===== src/rtl/calc_disp_pkg.sv =====
// Shared types and constants for the calculator display controller:
// FSM states, phase lengths, segment codes and the BCD add-3 helper.
package calc_disp_pkg;

  typedef enum logic [1:0] {
    IDLE = 2'd0,
    CALC = 2'd1,
    CONV = 2'd2,
    DONE = 2'd3
  } state_t;

  localparam int SUM_CYCLES  = 1;
  localparam int MUL_CYCLES  = 4;
  localparam int CONV_CYCLES = 8;

  // Active-low segments, bit6 = a ... bit0 = g
  localparam logic [6:0] SEG_BLANK = 7'b1111111;
  localparam logic [6:0] SEG_0     = 7'b0000001;
  localparam logic [6:0] SEG_1     = 7'b1001111;
  localparam logic [6:0] SEG_2     = 7'b0010010;
  localparam logic [6:0] SEG_3     = 7'b0000110;
  localparam logic [6:0] SEG_4     = 7'b1001100;
  localparam logic [6:0] SEG_5     = 7'b0100100;
  localparam logic [6:0] SEG_6     = 7'b0100000;
  localparam logic [6:0] SEG_7     = 7'b0001111;
  localparam logic [6:0] SEG_8     = 7'b0000000;
  localparam logic [6:0] SEG_9     = 7'b0000100;

  // Any non-decimal code decodes to a blank digit
  localparam logic [3:0] BCD_BLANK = 4'hF;

  function automatic logic [11:0] bcd_adjust(input logic [11:0] bcd);
    logic [11:0] r;
    r = bcd;
    for (int i = 0; i < 3; i++) begin
      if (r[i*4 +: 4] >= 4'd5) r[i*4 +: 4] = r[i*4 +: 4] + 4'd3;
    end
    return r;
  endfunction

endpackage


===== src/rtl/calc_display_ctrl_if.sv =====
// Request/result bundle between a host and calc_display_ctrl, including the display pins.
interface calc_display_ctrl_if;
  logic       start;
  logic [3:0] a;
  logic [3:0] b;
  logic       selector;
  logic       busy;
  logic       done;
  logic [7:0] result;
  logic [6:0] seg;
  logic [2:0] an;

  modport master (
    output start, a, b, selector,
    input  busy, done, result, seg, an
  );

  modport slave (
    input  start, a, b, selector,
    output busy, done, result, seg, an
  );
endinterface


===== src/rtl/seg7_decoder.sv =====
// Combinational BCD digit to active-low 7-segment code; non-decimal inputs blank.
module seg7_decoder
  import calc_disp_pkg::*;
(
  input  logic [3:0] bcd,
  output logic [6:0] seg
);

  always_comb begin
    seg = SEG_BLANK;
    case (bcd)
      4'd0:    seg = SEG_0;
      4'd1:    seg = SEG_1;
      4'd2:    seg = SEG_2;
      4'd3:    seg = SEG_3;
      4'd4:    seg = SEG_4;
      4'd5:    seg = SEG_5;
      4'd6:    seg = SEG_6;
      4'd7:    seg = SEG_7;
      4'd8:    seg = SEG_8;
      4'd9:    seg = SEG_9;
      default: seg = SEG_BLANK;
    endcase
  end

endmodule


===== src/rtl/calc_display_ctrl.sv =====
// 4-bit add/multiply with double-dabble BCD conversion and a free-running 3-digit scan.
// Define LEADING_ZERO_BLANK_EN to blank leading zero digits on the display.
module calc_display_ctrl
  import calc_disp_pkg::*;
#(
  parameter int SCAN_DIV = 1000
) (
  input  logic                clk,
  input  logic                rst,
  calc_display_ctrl_if.slave  bus
);

  localparam int SCAN_W = $clog2(SCAN_DIV);

  state_t              state_q, state_d;
  logic [2:0]          cnt_q, cnt_d;
  logic [7:0]          mcand_q, mcand_d;
  logic [3:0]          mplier_q, mplier_d;
  logic                sel_q, sel_d;
  logic [7:0]          acc_q, acc_d;
  logic [19:0]         shreg_q, shreg_d;
  logic [7:0]          result_q, result_d;
  logic [11:0]         digits_q, digits_d;
  logic [SCAN_W-1:0]   scan_q, scan_d;
  logic [1:0]          idx_q, idx_d;

  logic [2:0]          calc_last;
  logic                hund_blank, tens_blank;
  logic [3:0]          disp_bcd;
  logic [2:0]          an_c;

  always_comb begin
    state_d   = state_q;
    cnt_d     = cnt_q;
    mcand_d   = mcand_q;
    mplier_d  = mplier_q;
    sel_d     = sel_q;
    acc_d     = acc_q;
    shreg_d   = shreg_q;
    result_d  = result_q;
    digits_d  = digits_q;
    calc_last = sel_q ? 3'(MUL_CYCLES - 1) : 3'(SUM_CYCLES - 1);

    case (state_q)
      IDLE: begin
        if (bus.start) begin
          mcand_d  = {4'b0, bus.a};
          mplier_d = bus.b;
          sel_d    = bus.selector;
          acc_d    = '0;
          cnt_d    = '0;
          state_d  = CALC;
        end
      end
      CALC: begin
        if (!sel_q) begin
          acc_d = mcand_q + {4'b0, mplier_q};
        end else begin
          // Shift-add: consume one multiplier bit per cycle, LSB first
          if (mplier_q[0]) acc_d = acc_q + mcand_q;
          mcand_d  = mcand_q << 1;
          mplier_d = mplier_q >> 1;
        end
        cnt_d = cnt_q + 3'd1;
        if (cnt_q == calc_last) begin
          cnt_d   = '0;
          shreg_d = {12'b0, acc_d};
          state_d = CONV;
        end
      end
      CONV: begin
        shreg_d = {bcd_adjust(shreg_q[19:8]), shreg_q[7:0]} << 1;
        cnt_d   = cnt_q + 3'd1;
        if (cnt_q == 3'(CONV_CYCLES - 1)) begin
          // Result and digits change together on the edge into DONE
          cnt_d    = '0;
          result_d = acc_q;
          digits_d = shreg_d[19:8];
          state_d  = DONE;
        end
      end
      DONE:    state_d = IDLE;
      default: state_d = IDLE;
    endcase
  end

  always_comb begin
    scan_d = scan_q + SCAN_W'(1);
    idx_d  = idx_q;
    if (scan_q == SCAN_W'(SCAN_DIV - 1)) begin
      scan_d = '0;
      idx_d  = (idx_q == 2'd2) ? 2'd0 : idx_q + 2'd1;
    end
  end

  always_ff @(posedge clk) begin
    if (rst) begin
      state_q  <= IDLE;
      cnt_q    <= '0;
      mcand_q  <= '0;
      mplier_q <= '0;
      sel_q    <= 1'b0;
      acc_q    <= '0;
      shreg_q  <= '0;
      result_q <= '0;
      digits_q <= '0;
      scan_q   <= '0;
      idx_q    <= '0;
    end else begin
      state_q  <= state_d;
      cnt_q    <= cnt_d;
      mcand_q  <= mcand_d;
      mplier_q <= mplier_d;
      sel_q    <= sel_d;
      acc_q    <= acc_d;
      shreg_q  <= shreg_d;
      result_q <= result_d;
      digits_q <= digits_d;
      scan_q   <= scan_d;
      idx_q    <= idx_d;
    end
  end

`ifdef LEADING_ZERO_BLANK_EN
  assign hund_blank = (digits_q[11:8] == 4'd0);
  assign tens_blank = hund_blank && (digits_q[7:4] == 4'd0);
`else
  assign hund_blank = 1'b0;
  assign tens_blank = 1'b0;
`endif

  always_comb begin
    an_c     = 3'b110;
    disp_bcd = digits_q[3:0];
    case (idx_q)
      2'd1: begin
        an_c     = 3'b101;
        disp_bcd = tens_blank ? BCD_BLANK : digits_q[7:4];
      end
      2'd2: begin
        an_c     = 3'b011;
        disp_bcd = hund_blank ? BCD_BLANK : digits_q[11:8];
      end
      default: begin
        an_c     = 3'b110;
        disp_bcd = digits_q[3:0];
      end
    endcase
  end

  seg7_decoder u_seg7_decoder (
    .bcd (disp_bcd),
    .seg (bus.seg)
  );

  assign bus.an     = an_c;
  assign bus.busy   = (state_q != IDLE);
  assign bus.done   = (state_q == DONE);
  assign bus.result = result_q;

endmodule


===== src/flat_wrapper.sv =====
// flat-port wrapper written by rule: the top's interface ports become plain ports
module calc_display_ctrl_flat import calc_disp_pkg::*;
#(
  parameter int SCAN_DIV = 1000
)
  (clk, rst, bus_start, bus_a, bus_b, bus_selector, bus_busy, bus_done, bus_result, bus_seg, bus_an);
  calc_display_ctrl_if bus_i ();
  input  logic clk;
  input  logic rst;
  input wire logic [$bits(bus_i.start)-1:0] bus_start;
  input wire logic [$bits(bus_i.a)-1:0] bus_a;
  input wire logic [$bits(bus_i.b)-1:0] bus_b;
  input wire logic [$bits(bus_i.selector)-1:0] bus_selector;
  output wire logic [$bits(bus_i.busy)-1:0] bus_busy;
  output wire logic [$bits(bus_i.done)-1:0] bus_done;
  output wire logic [$bits(bus_i.result)-1:0] bus_result;
  output wire logic [$bits(bus_i.seg)-1:0] bus_seg;
  output wire logic [$bits(bus_i.an)-1:0] bus_an;
  assign bus_i.start = bus_start;
  assign bus_i.a = bus_a;
  assign bus_i.b = bus_b;
  assign bus_i.selector = bus_selector;
  assign bus_busy = bus_i.busy;
  assign bus_done = bus_i.done;
  assign bus_result = bus_i.result;
  assign bus_seg = bus_i.seg;
  assign bus_an = bus_i.an;
  calc_display_ctrl #(.SCAN_DIV(SCAN_DIV)) u_core (.clk(clk), .rst(rst), .bus(bus_i));
endmodule

===== config.mk =====
export PLATFORM = sky130hd
export DESIGN_NAME = calc_display_ctrl_flat
export DESIGN_NICKNAME = d
export VERILOG_FILES = /design/src/rtl/calc_disp_pkg.sv /design/src/rtl/calc_display_ctrl_if.sv /design/src/rtl/seg7_decoder.sv /design/src/rtl/calc_display_ctrl.sv /design/src/flat_wrapper.sv
export SDC_FILE = /design/constraint.sdc
export NUM_CORES = 1
export LEC_CHECK = 0
export CAP_MARGIN = 15
export CELL_PAD_IN_SITES_DETAIL_PLACEMENT = 0
export CELL_PAD_IN_SITES_GLOBAL_PLACEMENT = 1
export CORE_UTILIZATION = 40
export DETAILED_ROUTE_END_ITERATION = 10
export DONT_BUFFER_PORTS = 1
export GPL_ROUTABILITY_DRIVEN = 0
export PLACE_DENSITY = 0.79
export SLEW_MARGIN = 25
export SYNTH_ARGS = -nofsm -noshare
export SYNTH_HDL_FRONTEND = slang
export SYNTH_HIERARCHICAL = 1
export SYNTH_SLANG_ARGS = --single-unit

===== constraint.sdc =====
create_clock -name clk -period 2.9 [get_ports clk]
set_clock_uncertainty 0.2 [all_clocks]
set_input_delay 0.29 -clock clk [delete_from_list [all_inputs] [get_ports clk]]
set_output_delay 0.29 -clock clk [all_outputs]
set_load 0.005 [all_outputs]

Word-level counts from Yosys, hierarchy flattened
Memories as Yosys holds them, arrays and structs flattened.
Index checks and enable logic that the tools add are counted.
- add/subtract/negate cells: 8
- magnitude comparators: 3
- equality and inequality tests: 12
- mux-type cells: 27
- reduce and logical (&&, ||, !) cells: 13
- operators by type and width (kind ; count):
    $mux 8 ; 5
    $pmux 20 s2 ; 1
    $pmux 8 s2 ; 2
    $mux 20 ; 1
    $mux 4 ; 4
    $pmux 4 s2 ; 2
    $ge 4x3->1 const B ; 3
    $mux 3 ; 4
    $add 10x1->10 const B ; 1
    $eq 10x10->1 const B ; 1
    $mux 2 ; 5
    $reduce_and 2->1 ; 5
    $pmux 3 s3 ; 1
    $add 4x2->4 const B ; 2
    $add 8x4->8 ; 1
    $add 8x8->8 ; 1
    $pmux 2 s4 ; 1
    $eq 2x2->1 const B ; 3
    $ne 2x1->1 const B ; 3
    $pmux 3 s2 ; 1
    $reduce_and 3->1 ; 2
    $reduce_bool 2->1 ; 3
    $eq 2x1->1 const B ; 2
    $add 3x1->3 const B ; 1
    other kinds (8) ; 8
- bits in registers: 78
- ROM bits: 112
- input port bits: 12
- output and inout bits: 20
- memories: 1
- memories (memory ; depth ; width ; read ports ; clocked after Yosys merged registers in ; write ports ; line ; RTL):
    (no name shown) ; 16 ; 7 ; 1 ; 0 ; 0 ; seg7_decoder.sv:11 ; case (bcd)

Depth between registers and ports, before layout
- word-level depth: 5
- mapped depth: 10

Cells and area by module
Netlist, hierarchy kept.
- modules (own cells, without submodules) (module ; instances ; cells an instance ; area an instance (µm²) ; seq. area each (µm²)):
    calc_display_ctrl ; 1 ; 524 ; 4285.4 ; 1561.5
    seg7_decoder ; 1 ; 33 ; 210.2 ; 0.0

Least setup slack after synthesis
OpenSTA, ideal clock, no wires.
- kind: register -> output
- from: reg u_core.idx_q[0]
- to: out bus_seg[6]
- data arrival time: 2.006 ns
- slack: 0.404 ns
- cell stages (with the launch flop): 11
- buffers on the path: 1
- path through: dfxtp_1 -> inv_1 -> ha_1 -> clkbuf_1 -> nor2_1 -> a21oi_1 -> inv_1 -> ha_1 -> or2_1 -> a21oi_2 -> nor2_1
- longest elaborated chain between the ends: 3
- elaborated cells on any way between the ends: 4
- classes of those cells: 2 x eq/ne; 1 x mux; 1 x memory
- RTL lines (what ; line ; RTL):
    from (decl) ; calc_display_ctrl.sv:25 ; logic [1:0] idx_q, idx_d;
    from (signal assigned) ; calc_display_ctrl.sv:120 ; idx_q <= idx_d;
    $eq 2x2->1 or $eq 2x1->1 (tied branches) ; calc_display_ctrl.sv:135 ; case (idx_q)
    $pmux 4 s2 (*) ; calc_display_ctrl.sv:135 ;
    net u_core.disp_bcd[1] ; calc_display_ctrl.sv:29 ; logic [3:0] disp_bcd;
    $mem_v2 16x7 (*) ; n/a ;
    to (decl) ; flat_wrapper.sv:17 ; output wire logic [$bits(bus_i.seg)-1:0] bus_seg;
Mark *: on every way through the listed nets, which the timed path passes. The rest lies on a longest branch.

Final worst setup path
- from: reg u_core.idx_q[1]
- to: out bus_seg[5]
The elaborated chain is that of the path after synthesis.

==> metrics.txt <==
Initial Util=41.29%; vias per cell=around 5.5; worst min path class=in -> reg; Slew headroom=between 50% and 60%; Slew @ Worst Pin=628.5 ps; Detail Placement HPWL=7.774 mm; Post-Syn Nets=606; Critical Path Max Stage Delay=330 ps; combinational share of power=35.9%; height of the die=108.0 um; Port Buf Inserts=0; later-pin clock latency in the skew report=360 ps; Setup violations, final=0; share of post-route cells with drive strength above 1=7.193%; count leader, synth=dfxtp_1; Slew Limit Fails=0; Nets=614; Tmin final=2679 ps; CTS tree=done; Net Sw Power=1288 uW; CTS sink cnt=78; final setup margin=between 200 and 250 ps; internal power=2116 uW; filler cell count=1078; kind of end point of the critical path=output port; die area=0.01167 mm^2; fmax=~0.37 GHz; first-pass GRT wire length=17.83 mm; YS warnings=6; htree depth=3; Final period util=92.37%; Area Growth Syn to Fin=10.49%; Req. time, crit path=2410 ps; Top Ports=32; Post-Synthesis Cells=roughly 560; #FFs+latches synth=78; CP bufs+invs=2; area share of the largest cell type after synthesis=34.73%; Max clock buf depth=2; post-CTS setup repair buffer count=0; RSZ-0062 raised after global routing=no; ys async rst share=0%; via count=3898; Setup WS pre-CTS=312.9 ps; Switching Share=37.83%; delay-heaviest family, CP=compound AO/OA/AOI/OAI gates; core area=0.01089 mm^2; crit start category=register; Num CTS Buffers=9; clock share of power=25.9%; number of synthesized flops with an enable pin=0; status=finished clean; PD cells=685.3 mW/mm^2; initial antenna violation count=0; Main synth FF type=dfxtp_1; Initial DRC Count=251; Setup TNS=0 ps; vias in the first global route=3672; drt wl/cell=~15 um; clock-pin transition on the worst setup and hold timing paths=80 ps; site row count=38; Arrival @ worst endpoint=2190 ps; slowest cell on the critical path=dfxtp_1; final hold vios=0; Routed WL=10.65 mm; clk root buf=clkbuf_8; Mean Syn Cell Area=8.071 um^2; Residual DRC=0; CP Depth=8; Lkg Pwr=around 0.0018 uW; area leader, netlist=dfxtp_1; Peak VDD IR=~480 uV; Sequential Power Share=38.2%; total global-route track usage=19.71%; Pre-Repair DR Iteration Count=5; total grt overflow=0; largest net degree at the start of global routing=66; synthesized cell area=around 0.0045 mm^2; Worst Hold Depth=3; Yosys cell types=54; ranking of synthesized cells by area=dfxtp_1 (35%), ha_1 (9.7%), a21oi_1 (6.2%), nand2_1 (5.6%), nor2_1 (5.4%); DRT antenna net count=0; R2R depth=8; die width=108.0 um; cells along the critical path=inv_1, ha_1, a22oi_1, a21oi_2, inv_1, ha_1, o21ai_0, o21ai_0; Setup CP Type=reg -> out; Worst Path Max Fanout=5; Max Cap Viol=0; commonest cells in the netlist=dfxtp_1 (78), nand2_1 (67), nor2_1 (65); ant diodes=0; post-synthesis sequential area ratio=roughly a third
cell usage in the layout (no fill, tap or decap), types with 7 or more instances in the layout:
cell type,instances
nand3_1,16
buf_4,13
ha_1,34
a22oi_1,17
a21oi_1,54
clkbuf_8,9
nor3_1,14
a31oi_1,7
o21ai_0,27
mux2i_1,17
xnor2_1,15
nor2_1,65
a211oi_1,14
dlygate4sd3_1,11
nand2_1,67
nand2b_1,10
dfxtp_1,78
inv_1,29
cells by family (layout without fill, tap and decap cells):
group,after synthesis,count (layout),share of synthesized area (%)
muxes,17,17,3.785
adders and majority gates,37,37,10.63
buffers and inverters,57,70,6.234
and+or+nand+nor,192,192,18.87
AOI/OAI and AO/OA,159,159,22.43
xor gates and xnor gates,17,17,3.312
DFF,78,78,34.73
routing by layer:
layer  global-route usage (%)  wire length, um
met2                    30.03             4549
met3                    4.461              504
met1                    26.90             5442
met5                        0                0
met4                    7.632              157
timing repair:
action	CTS	global route
gates cloned	0	0
hold buffers	12	0
setup endpoints to repair	2	6
endpoints found under the hold margin	65	0
resized for setup	2	3
layout make-up:
cell class,count,area [um^2],share of cell area [%]
Tap cell,140,175.2,3.526
Clock buffer,9,123.9,2.494
Inverter,29,108.9,2.191
Timing Repair Buffer,25,235.2,4.736
Sequential cell,78,1562,31.44
Multi-Input combinational cell,422,2674,53.83
Clock inverter,7,88.84,1.788
power by group through the flow:
stage	sequential (uW)	clock, uW	combinational, uW
after floorplan	1300	0	901
after global placement	1320	0	1150
after detailed placement	1330	0	1160
after CTS	1300	906	1200
after global routing	1320	957	1360
final	1300	882	1220
final timing paths:
check | to | slack (ps) | from
max | bus_seg[5] | 220 | u_core/idx_q[1]
min | u_core/shreg_q[4] | 20 | rst
max reg2reg | u_core/acc_q[6] | 270 | u_core/mcand_q[0]
min reg2reg | u_core/scan_q[0] | 250 | u_core/scan_q[0]
worst min-delay path, stage by stage:
cell     delay [ps]
nor3_1           30
a31oi_1         130
o21ai_0          80
sequential cells by signal, indices dropped and copies added, names as in the netlist:
| register | count |
|---|---|
| u_core/mplier_q | 4 |
| u_core/cnt_q | 3 |
| u_core/digits_q | 12 |
| u_core/acc_q | 8 |
| u_core/state_q | 2 |
| u_core/mcand_q | 8 |
| u_core/sel_q | 1 |
| u_core/idx_q | 2 |
| u_core/bus.result | 8 |
| u_core/shreg_q | 20 |
| u_core/scan_q | 10 |
through the flow:
stage / area [um^2] / util (%) / instances / hold WS, ps / power (uW)
after global placement: 4597 / 42.22 / 682 / 170.5 / 2478
after CTS: 4955 / 45.51 / 710 / 5.019 / 3413
after detailed placement: 4597 / 42.22 / 682 / 172.0 / 2492
after global routing: 4967 / 45.62 / 710 / 50.70 / 3641
after floorplan: 4496 / - / 557 / 213.0 / 2196
final: 4967 / 45.62 / 710 / 18.16 / 3404
Power figures use the tool's default switching activity.
